<file path="config.mk">
export PLATFORM = sky130hd
export DESIGN_NAME = uart_tx_sequencer
export DESIGN_NICKNAME = d
export VERILOG_FILES = /design/src/rtl/uart_seq_pkg.sv /design/src/rtl/uart_tx_sequencer_arbiter.sv /design/src/rtl/uart_tx_sequencer.sv
export SDC_FILE = /design/constraint.sdc
export NUM_CORES = 1
export LEC_CHECK = 0
export BUFFER_PORTS_ARGS = -buffer_cell sky130_fd_sc_hd__buf_2
export CELL_PAD_IN_SITES_DETAIL_PLACEMENT = 2
export CELL_PAD_IN_SITES_GLOBAL_PLACEMENT = 2
export CORE_ASPECT_RATIO = 0.75
export CORE_UTILIZATION = 26
export CTS_CLUSTER_SIZE = 20
export DETAILED_ROUTE_END_ITERATION = 12
export PLACE_DENSITY_LB_ADDON = 0.1
export REMOVE_ABC_BUFFERS = 1
export SLEW_MARGIN = 40
export SYNTH_ARGS = -nofsm -noshare
export SYNTH_HDL_FRONTEND = slang
export SYNTH_SLANG_ARGS = --single-unit
</file>
<file path="constraint.sdc">
create_clock -name clk -period 4.18 [get_ports clk]
set_clock_uncertainty 0.15 [all_clocks]
set_input_delay 0.418 -clock clk [delete_from_list [all_inputs] [get_ports clk]]
set_output_delay 0.418 -clock clk [all_outputs]
set_load 0.01 [all_outputs]
</file>
<file path="src/rtl/uart_seq_pkg.sv">
// uart_seq_pkg
// Shared definitions for the UART transmit sequencer:
//   - seq_state_e : sequencer FSM states
//   - control-register field positions and the CFG / LOAD write masks
//   - uart_cfg_t  : shadow copy of the line configuration and its reset value
//   - cfg_word / load_word : control-register images written by the sequencer
package uart_seq_pkg;

  typedef enum logic [2:0] {
    ST_IDLE,
    ST_CFG,
    ST_LOAD,
    ST_WAIT_BUSY,
    ST_WAIT_DONE
  } seq_state_e;

  localparam int CTL_W      = 19;
  localparam int DATA_MSB   = 18;
  localparam int DATA_LSB   = 11;
  localparam int TX_EN_BIT  = 10;
  localparam int BAUD_MSB   = 9;
  localparam int BAUD_LSB   = 6;
  localparam int STOP_BIT   = 5;
  localparam int PARITY_MSB = 4;
  localparam int PARITY_LSB = 3;
  localparam int FRAME_MSB  = 2;
  localparam int FRAME_LSB  = 1;
  localparam int ON_BIT     = 0;

  // CFG touches the line settings and the enable; LOAD touches the byte,
  // tx_en and the enable, leaving the line settings alone.
  localparam logic [CTL_W-1:0] CFG_WMASK  = 19'h003FF;
  localparam logic [CTL_W-1:0] LOAD_WMASK = 19'h7FC01;

  typedef struct packed {
    logic [3:0] baud;
    logic       stop;
    logic [1:0] parity;
    logic [1:0] frame;
  } uart_cfg_t;

  localparam uart_cfg_t DEFAULT_CFG = '{baud: 4'd7, stop: 1'b0, parity: 2'b00, frame: 2'b11};

  function automatic logic [CTL_W-1:0] cfg_word(input uart_cfg_t c);
    logic [CTL_W-1:0] w;
    w = '0;
    w[BAUD_MSB:BAUD_LSB]     = c.baud;
    w[STOP_BIT]              = c.stop;
    w[PARITY_MSB:PARITY_LSB] = c.parity;
    w[FRAME_MSB:FRAME_LSB]   = c.frame;
    w[ON_BIT]                = 1'b1;
    return w;
  endfunction

  function automatic logic [CTL_W-1:0] load_word(input uart_cfg_t c, input logic [7:0] b);
    logic [CTL_W-1:0] w;
    w = cfg_word(c);
    w[DATA_MSB:DATA_LSB] = b;
    w[TX_EN_BIT]         = 1'b1;
    return w;
  endfunction

endpackage

</file>
<file path="src/rtl/uart_tx_sequencer_arbiter.sv">
// uart_rr_arbiter
// Combinational round-robin picker. The requester after ptr has the highest
// priority, wrapping modulo NUM_REQ; ptr itself has the lowest.
// Ports:
//   req   : request vector
//   ptr   : index of the most recently granted requester
//   grant : one-hot grant (all zero when no request)
module uart_rr_arbiter #(
  parameter int NUM_REQ = 4,
  parameter int ID_W    = $clog2(NUM_REQ)
) (
  input  logic [NUM_REQ-1:0] req,
  input  logic [ID_W-1:0]    ptr,
  output logic [NUM_REQ-1:0] grant
);

  logic [ID_W:0] sum;

  // Scan from lowest priority to highest so the highest-priority hit is the
  // one left standing.
  always_comb begin
    grant = '0;
    sum   = '0;
    for (int k = NUM_REQ; k >= 1; k--) begin
      sum = {1'b0, ptr} + (ID_W+1)'(k);
      if (sum >= (ID_W+1)'(NUM_REQ)) begin
        sum = sum - (ID_W+1)'(NUM_REQ);
      end
      if (req[sum[ID_W-1:0]]) begin
        grant                 = '0;
        grant[sum[ID_W-1:0]]  = 1'b1;
      end
    end
  end

endmodule

</file>
<file path="src/rtl/uart_tx_sequencer.sv">
// uart_tx_sequencer
// Arbitrates NUM_REQ byte requesters onto one UART and sequences the UART
// control-register writes: a CFG write for line-setting updates, a LOAD write
// per byte, then waits for the tx-busy flag to rise and fall.
// Optional feature: define UART_SEQ_TIMEOUT_EN to bound WAIT_BUSY to
// TIMEOUT_CYCLES cycles, raising sticky timeout_err on expiry.
// Ports:
//   clk, arst                 : clock, asynchronous active-high reset
//   req_valid/req_data        : per-requester byte requests (byte i at [8i+7:8i])
//   req_ready                 : one-hot accept pulse
//   grant_id                  : index of last accepted requester
//   cfg_valid/cfg_*/cfg_ready : configuration update handshake
//   ctl_reg_we/wdata/wmask    : UART control-register write port
//   st_reg_re/rmask/rdata     : UART status-register read port
//   busy                      : sequencer not idle
//   timeout_err               : sticky WAIT_BUSY timeout flag
module uart_tx_sequencer
  import uart_seq_pkg::*;
#(
  parameter int NUM_REQ        = 4,
  parameter int TX_BUSY_BIT    = 0,
  parameter int TIMEOUT_CYCLES = 1024
) (
  input  logic                       clk,
  input  logic                       arst,
  input  logic [NUM_REQ-1:0]         req_valid,
  input  logic [8*NUM_REQ-1:0]       req_data,
  output logic [NUM_REQ-1:0]         req_ready,
  output logic [$clog2(NUM_REQ)-1:0] grant_id,
  input  logic                       cfg_valid,
  input  logic [3:0]                 cfg_baud,
  input  logic                       cfg_stop,
  input  logic [1:0]                 cfg_parity,
  input  logic [1:0]                 cfg_frame,
  output logic                       cfg_ready,
  output logic                       ctl_reg_we,
  output logic [18:0]                ctl_reg_wdata,
  output logic [18:0]                ctl_reg_wmask,
  output logic                       st_reg_re,
  output logic [11:0]                st_reg_rmask,
  input  logic [11:0]                st_reg_rdata,
  output logic                       busy,
  output logic                       timeout_err
);

  localparam int ID_W = $clog2(NUM_REQ);

  seq_state_e          state_reg, state_next;
  logic [ID_W-1:0]     ptr_reg;
  logic [ID_W-1:0]     grant_id_reg;
  logic [7:0]          byte_reg;
  uart_cfg_t           shadow_reg;

  logic [NUM_REQ-1:0]  grant_vec;
  logic [ID_W-1:0]     grant_idx;
  logic [7:0]          req_byte [NUM_REQ];
  logic                tx_busy;
  logic                req_accept;
  logic                cfg_accept;
  logic                timeout_hit;
  logic                unused_status;

  for (genvar gi = 0; gi < NUM_REQ; gi++) begin : g_unpack
    assign req_byte[gi] = req_data[8*gi +: 8];
  end

  assign tx_busy       = st_reg_rdata[TX_BUSY_BIT];
  assign unused_status = ^st_reg_rdata;

  uart_rr_arbiter #(
    .NUM_REQ (NUM_REQ),
    .ID_W    (ID_W)
  ) u_arb (
    .req   (req_valid),
    .ptr   (ptr_reg),
    .grant (grant_vec)
  );

  always_comb begin
    grant_idx = '0;
    for (int i = 0; i < NUM_REQ; i++) begin
      if (grant_vec[i]) grant_idx = ID_W'(i);
    end
  end

  // Next state and outputs. The handshakes are held off while arst is high so
  // every output shows its reset value for as long as reset is asserted.
  always_comb begin
    state_next    = state_reg;
    req_ready     = '0;
    cfg_ready     = 1'b0;
    ctl_reg_we    = 1'b0;
    ctl_reg_wdata = '0;
    ctl_reg_wmask = '0;
    case (state_reg)
      ST_IDLE: begin
        cfg_ready = ~arst;
        if (cfg_valid) begin
          state_next = ST_CFG;
        end else if (|req_valid && !arst) begin
          req_ready  = grant_vec;
          state_next = ST_LOAD;
        end
      end
      ST_CFG: begin
        ctl_reg_we    = 1'b1;
        ctl_reg_wdata = cfg_word(shadow_reg);
        ctl_reg_wmask = CFG_WMASK;
        state_next    = ST_IDLE;
      end
      ST_LOAD: begin
        ctl_reg_we    = 1'b1;
        ctl_reg_wdata = load_word(shadow_reg, byte_reg);
        ctl_reg_wmask = LOAD_WMASK;
        state_next    = ST_WAIT_BUSY;
      end
      ST_WAIT_BUSY: begin
        if (tx_busy) begin
          state_next = ST_WAIT_DONE;
        end else if (timeout_hit) begin
          state_next = ST_IDLE;
        end
      end
      ST_WAIT_DONE: begin
        if (!tx_busy) state_next = ST_IDLE;
      end
      default: state_next = ST_IDLE;
    endcase
  end

  assign req_accept = |req_ready;
  assign cfg_accept = cfg_valid & cfg_ready;

  // Pointer starts at the last requester so requester 0 wins the first grant.
  always_ff @(posedge clk or posedge arst) begin
    if (arst) begin
      state_reg    <= ST_IDLE;
      ptr_reg      <= ID_W'(NUM_REQ - 1);
      grant_id_reg <= '0;
      byte_reg     <= '0;
      shadow_reg   <= DEFAULT_CFG;
    end else begin
      state_reg <= state_next;
      if (cfg_accept) begin
        shadow_reg <= '{baud: cfg_baud, stop: cfg_stop, parity: cfg_parity, frame: cfg_frame};
      end
      if (req_accept) begin
        ptr_reg      <= grant_idx;
        grant_id_reg <= grant_idx;
        byte_reg     <= req_byte[grant_idx];
      end
    end
  end

`ifdef UART_SEQ_TIMEOUT_EN
  localparam int CNT_W = $clog2(TIMEOUT_CYCLES + 1);

  logic [CNT_W-1:0] cnt_reg;
  logic             timeout_err_reg;

  // Counts completed WAIT_BUSY cycles; the last allowed cycle without busy
  // seen is the one where the count reaches TIMEOUT_CYCLES-1.
  assign timeout_hit = (state_reg == ST_WAIT_BUSY) && !tx_busy &&
                       (cnt_reg == CNT_W'(TIMEOUT_CYCLES - 1));

  always_ff @(posedge clk or posedge arst) begin
    if (arst) begin
      cnt_reg         <= '0;
      timeout_err_reg <= 1'b0;
    end else begin
      if (state_reg == ST_WAIT_BUSY) cnt_reg <= cnt_reg + 1'b1;
      else                           cnt_reg <= '0;
      if (timeout_hit) timeout_err_reg <= 1'b1;
    end
  end

  assign timeout_err = timeout_err_reg;
`else
  logic [31:0] unused_timeout;
  assign unused_timeout = TIMEOUT_CYCLES;
  assign timeout_hit    = 1'b0;
  assign timeout_err    = 1'b0;
`endif

  assign grant_id     = grant_id_reg;
  assign busy         = (state_reg != ST_IDLE);
  assign st_reg_re    = 1'b1;
  assign st_reg_rmask = 12'hFFF;

endmodule

</file>
Word-level counts from Yosys, hierarchy flattened
Cells that the tools add are included.
{ "classes": {"muxes": 42, "n_lt_le_gt_ge": 13, "eq_ne": 7, "reduce_logical": 12, "bitwise": 3, "addsub": 8} }
{ "ops": {"columns": ["op", "count"], "rows": [
  ["case mux 19 bit (2 select lines)", 2],
  ["2-to-1 mux 4 bit", 7],
  ["binary-select mux 8 bit (select 2 bit)", 1],
  ["2-to-1 mux 8 bit", 2],
  ["greater-or-equal comparator 3 bit, second input constant", 5],
  ["< comparator 2 x 3 -> 1 bit, second input constant", 4],
  ["2-to-1 mux 2 bit", 6],
  ["2-to-1 mux 3 bit", 4],
  ["case mux 3 bit (4 select lines)", 1],
  ["2-to-1 mux 1 bit", 11],
  ["binary-select mux 1 bit (select 2 bit)", 4],
  ["demux 1 bit (select 2 bit)", 4],
  ["greater-or-equal comparator 2 x 1 -> 1 bit, second input constant", 4],
  ["OR reduction 4 bit", 2],
  ["subtractor 2 x 1 -> 2 bit, second input constant", 4],
  ["adder 2 x 2 -> 3 bit, second input constant", 2],
  ["== test 3 x 2 -> 1 bit, second input constant", 2],
  ["logical AND 1 bit", 5],
  ["inequality test 2 bit, second input constant", 2],
  ["adder 2 x 1 -> 3 bit, second input constant", 1],
  ["adder 2 x 3 -> 3 bit, second input constant", 1],
  ["== test 3 x 1 -> 1 bit, second input constant", 1],
  ["== test 3 bit, second input constant", 1],
  ["zero test 3 bit", 1],
  ["8 further kinds", 8]
]} }
{ "word_totals": {"ff_bits": 24, "word_cells": 93} }

Logic depth before layout (Yosys ltp)
{ "logic_depth": {"word_depth": 18, "mapped_depth": 12} }

Cells and area by module
A second synthesis with hierarchy kept.
{ "hier_totals": {"hier_cells": 214, "hier_area_um2": 2068.2} }
{ "by_module_without_submodules": {"columns": ["mod", "cells_each", "instances", "seq_area_each_um2", "area_per_inst_um2"], "rows": [
  ["uart_tx_sequencer", 170, 1, 609.3, 1700.4],
  ["uart_rr_arbiter", 44, 1, 0.0, 367.9]
]} }

Worst setup path after synthesis
Ideal clock, no wire load.
{ "synth_path": {"kind": "register to output", "from": "register ptr_reg[0]", "to": "output port req_ready[2]", "path_slack_ps": 868, "t_required_ps": 3612, "arrival_ps": 2744, "stages_incl_launch_ff": 10, "cell_sequence": "dfstp_2 -> buf_6 -> inv_1 -> ha_1 -> mux4_1 -> buf_4 -> a311oi_4 -> nor2_2 -> buf_2 -> nor2_1"} }
{ "synth_via": {"elab_chain_len": 14, "word_cells_on_any_way": 51} }
{ "synth_rtl": {"columns": ["item", "line_no", "source"], "rows": [
  ["start: declaration", "uart_tx_sequencer.sv:49", "logic [ID_W-1:0] ptr_reg;"],
  ["start signal: assignment", "uart_tx_sequencer.sv:138", "ptr_reg <= ID_W'(NUM_REQ - 1);"],
  ["start signal: assignment", "uart_tx_sequencer.sv:148", "ptr_reg <= grant_idx;"],
  ["adder 2 x 3 -> 3 bit", "uart_tx_sequencer_arbiter.sv:25", "sum = {1'b0, ptr} + (ID_W+1)'(k);"],
  ["greater-or-equal comparator 3 bit or subtractor 2 x 1 -> 2 bit (tied branches)", "uart_tx_sequencer_arbiter.sv:26, uart_tx_sequencer_arbiter.sv:27", null],
  ["2-to-1 mux 2 bit", "uart_tx_sequencer_arbiter.sv:26", "if (sum >= (ID_W+1)'(NUM_REQ)) begin"],
  ["< comparator 2 x 3 -> 1 bit (implied by the code) or greater-or-equal comparator 2 x 1 -> 1 bit (tied branches)", "uart_tx_sequencer_arbiter.sv:31", "grant[sum[ID_W-1:0]] = 1'b1;"],
  ["logical AND 1 bit (implied by the code)", "uart_tx_sequencer_arbiter.sv:31", null],
  ["2-to-1 mux 1 bit (implied by the code)", "uart_tx_sequencer_arbiter.sv:31", null],
  ["demux 1 bit (select 2 bit)", null, null],
  ["2-to-1 mux 4 bit (3 in series)", "uart_tx_sequencer_arbiter.sv:29", "if (req[sum[ID_W-1:0]]) begin"],
  ["2-to-1 mux 4 bit (*)", "uart_tx_sequencer_arbiter.sv:29", null],
  ["2-to-1 mux 4 bit (*)", "uart_tx_sequencer.sv:100", "end else if (|req_valid && !arst) begin"],
  ["2-to-1 mux 4 bit (*)", "uart_tx_sequencer.sv:98", "if (cfg_valid) begin"],
  ["2-to-1 mux 4 bit (*)", "uart_tx_sequencer.sv:95", "case (state_reg)"],
  ["end: declaration", "uart_tx_sequencer.sv:28", "output logic [NUM_REQ-1:0] req_ready,"]
]} }
Mark *: on every way between the ends. The rest lies on a longest branch, timed or not. The select of a mux whose other input is x is not followed.

Worst setup path in the final report
{ "layout_path": {"from": "register ptr_reg[1]", "to": "output port req_ready[3]"} }
The elaborated chain is that of the path after synthesis.

==> metrics <==
Yosys reg bits=24; vias in the first global route=2,118; DRC=0; Area contributors post-synth=dfrtp_1 (19%), buf_4 (11%), dfstp_2 (8.1%), mux2_2 (5.4%), a2bb2oi_2 (5.3%); Crit. Startpoint=ptr_reg[1]; Area Growth Syn to Fin=21.7%; worst r2r src=ptr_reg[1]; Port Buffers=95; Worst path max stage delay=820 ps; vias=2,030; Post-DP HPWL=5.63 mm; FF-to-FF path depth=7; max layer used=met4; sequential cell area=609 sq um; Arr. time, crit path=3230 ps; Final nets=377; Crit Reg-Reg Endpoint=byte_reg[4]; worst-path maximum fanout=11; Synth Warn #=0; leakage power=1.31 nW; dpl cells=414; Syn Std Cell Area=2280 sq um; worst min-delay path class=input pin to async pin; Worst Path Buf+Inv=3; synthesized-area fraction occupied by adder cells=3.29%; area of the multi-input gates=1400 sq um; Initial Util=26.9%; Startpoint Class=flop; Synth Area in XOR/XNOR=0%; Die ar.=9170 sq um; max reg flops=9; Tmin final=3790 ps; CP max stage cell=mux4_1; first-pass GRT wire length=11.1 mm; die height=83.2 um; number of H-tree levels=1; FMAX=0.264 GHz; final worst-path cycle share=90.7%; initial antenna violation count=0; PostCTS Resize Cnt=0; drt pass-1 iters=4; wire length on met3=396 um; final non-filler cell total=418; Worst-Skew Late Latency=250 ps; max-cap viol count=0; VDD IR max=0.219 mV; Layout fillers=992; core area=8490 sq um; register-to-register setup slack=560 ps; num ports=121; crit path cell chain=inv_1, ha_1, mux4_1, a311o_1, buf_4, and2_1, nor2_1, buf_2; slew at the pin with the worst max-slew slack=634 ps; area leader, netlist=dfrtp_1; Placer Congestion=0.769; ys async rst share=100%; most frequent cells in the layout=buf_2 (95), dfrtp_1 (17), conb_1 (14); PD cells=904 nW/um^2; Sink Count=24; Clock Tree Root=clkbuf_16; CTS Buf Count=3; WHS=61.8 ps; critical path class=flop to output pin; Starting DRT DRC Count=35; Setup violations, final=0; area fraction in compound gates after synthesis=27.3%; outcome=finished, final reports clean; Post-Synthesis Cells=236; wl on met1=3.43 mm; max-slew violations=0; post-synthesis sequential area ratio=26.7%; num rows=29; syn_area_per_cell=9.68 sq um; CP Capture Type=output pin; Unique masters post-synth=51; routed wl met2=3.27 mm; Routed WL=7.11 mm; cts hold-fix bufs=0; Final Hold Fails=0; CTS tree=yes; top cell type's share of synthesized area=18.6%; gr usage total=15.6%; mux cell area share after synthesis=10.3%; Final ANT Viol Nets=0; clock-pin slew on the worst setup and hold paths=60 ps; largest family of logic cells by synthesized area=compound AO/OA/AOI/OAI gates; top_reg_cell synth=dfrtp_1; Die Wd=110 um; Overflow after GRT=0; simple-gate share of the synthesized area=17.2%; delay-heaviest family, CP=multiplexers; Setup Buffers After CTS=0; Slew headroom=57.6%; largest net degree at the start of global routing=25; most common cell after layout, fill and taps aside=buf_2; RSZ-0062 raised after global routing=no; routed length per instance=17.0 um; Bufs on Longest Clock Path=2; Crit path required time=3610 ps; Post-synth EDFFs=0; ANT cells=0; layout cells sized above 1=51.0%; CP Depth=8; vias per cell=4.86
-- Yosys cell counts, types with 8 or more instances --
cell type  count
and2_1        11
buf_4         34
nand3_1        8
o21ba_2        8
mux2_2        11
a211oi_1       8
a21boi_0       9
o21ai_0        9
a2bb2oi_2      8
nand2_1        8
dfrtp_1       17
a311o_1        9
nor2b_1       10
-- stage by stage --
step                      power (mW)  TNS [ps]  worst slack [ps]  utilization, %  instance area (sq um)
final                           2.51         0               387            32.8                   2780
after CTS                       2.56         0               358            32.7                   2780
after global routing            2.73         0               246            32.8                   2780
after floorplan                 1.65     -4180              -390               -                   2020
after global placement          2.30         0               586            31.7                   2690
after detailed placement        2.34         0               538            31.8                   2700
-- final cells by class --
cell class	instances	area share, %
Multi-Input combinational cell	172	50.2
Sequential cell	24	21.9
Timing Repair Buffer	103	19.3
Tap cell	108	4.86
Clock buffer	4	2.83
Inverter	7	0.945
-- cell families (layout without fill, tap and decap cells) --
family | Yosys count | in the layout
fa+ha+maj | 6 | 6
simple gates | 64 | 64
other cells | 2 | 14
flops | 24 | 24
buf+inv | 52 | 114
compound gates | 70 | 70
mux | 18 | 18
-- worst max path at each step --
stage / end / slack (ps)
after floorplan: ctl_reg_wdata[0] / -390
after global placement: byte_reg[6] / 590
after detailed placement: byte_reg[6] / 540
after CTS: req_ready[3] / 360
after global routing: req_ready[3] / 250
final: req_ready[3] / 390
-- where the power goes --
| group | switching [mW] | internal [mW] |
|---|---|---|
| clock | 0.0775 | 0.130 |
| sequential | 0.0915 | 0.374 |
| combinational | 1.05 | 0.793 |
| total | 1.22 | 1.30 |
-- layer usage --
| layer | track usage [%] | vias up |
|---|---|---|
| li1 | - | 966 |
| met1 | 22.6 | 997 |
| met2 | 25.2 | 65 |
| met3 | 2.51 | 2 |
| met4 | 1.08 | 0 |
| met5 | 0 | - |
No activity file was read; power rests on OpenSTA's default activity.
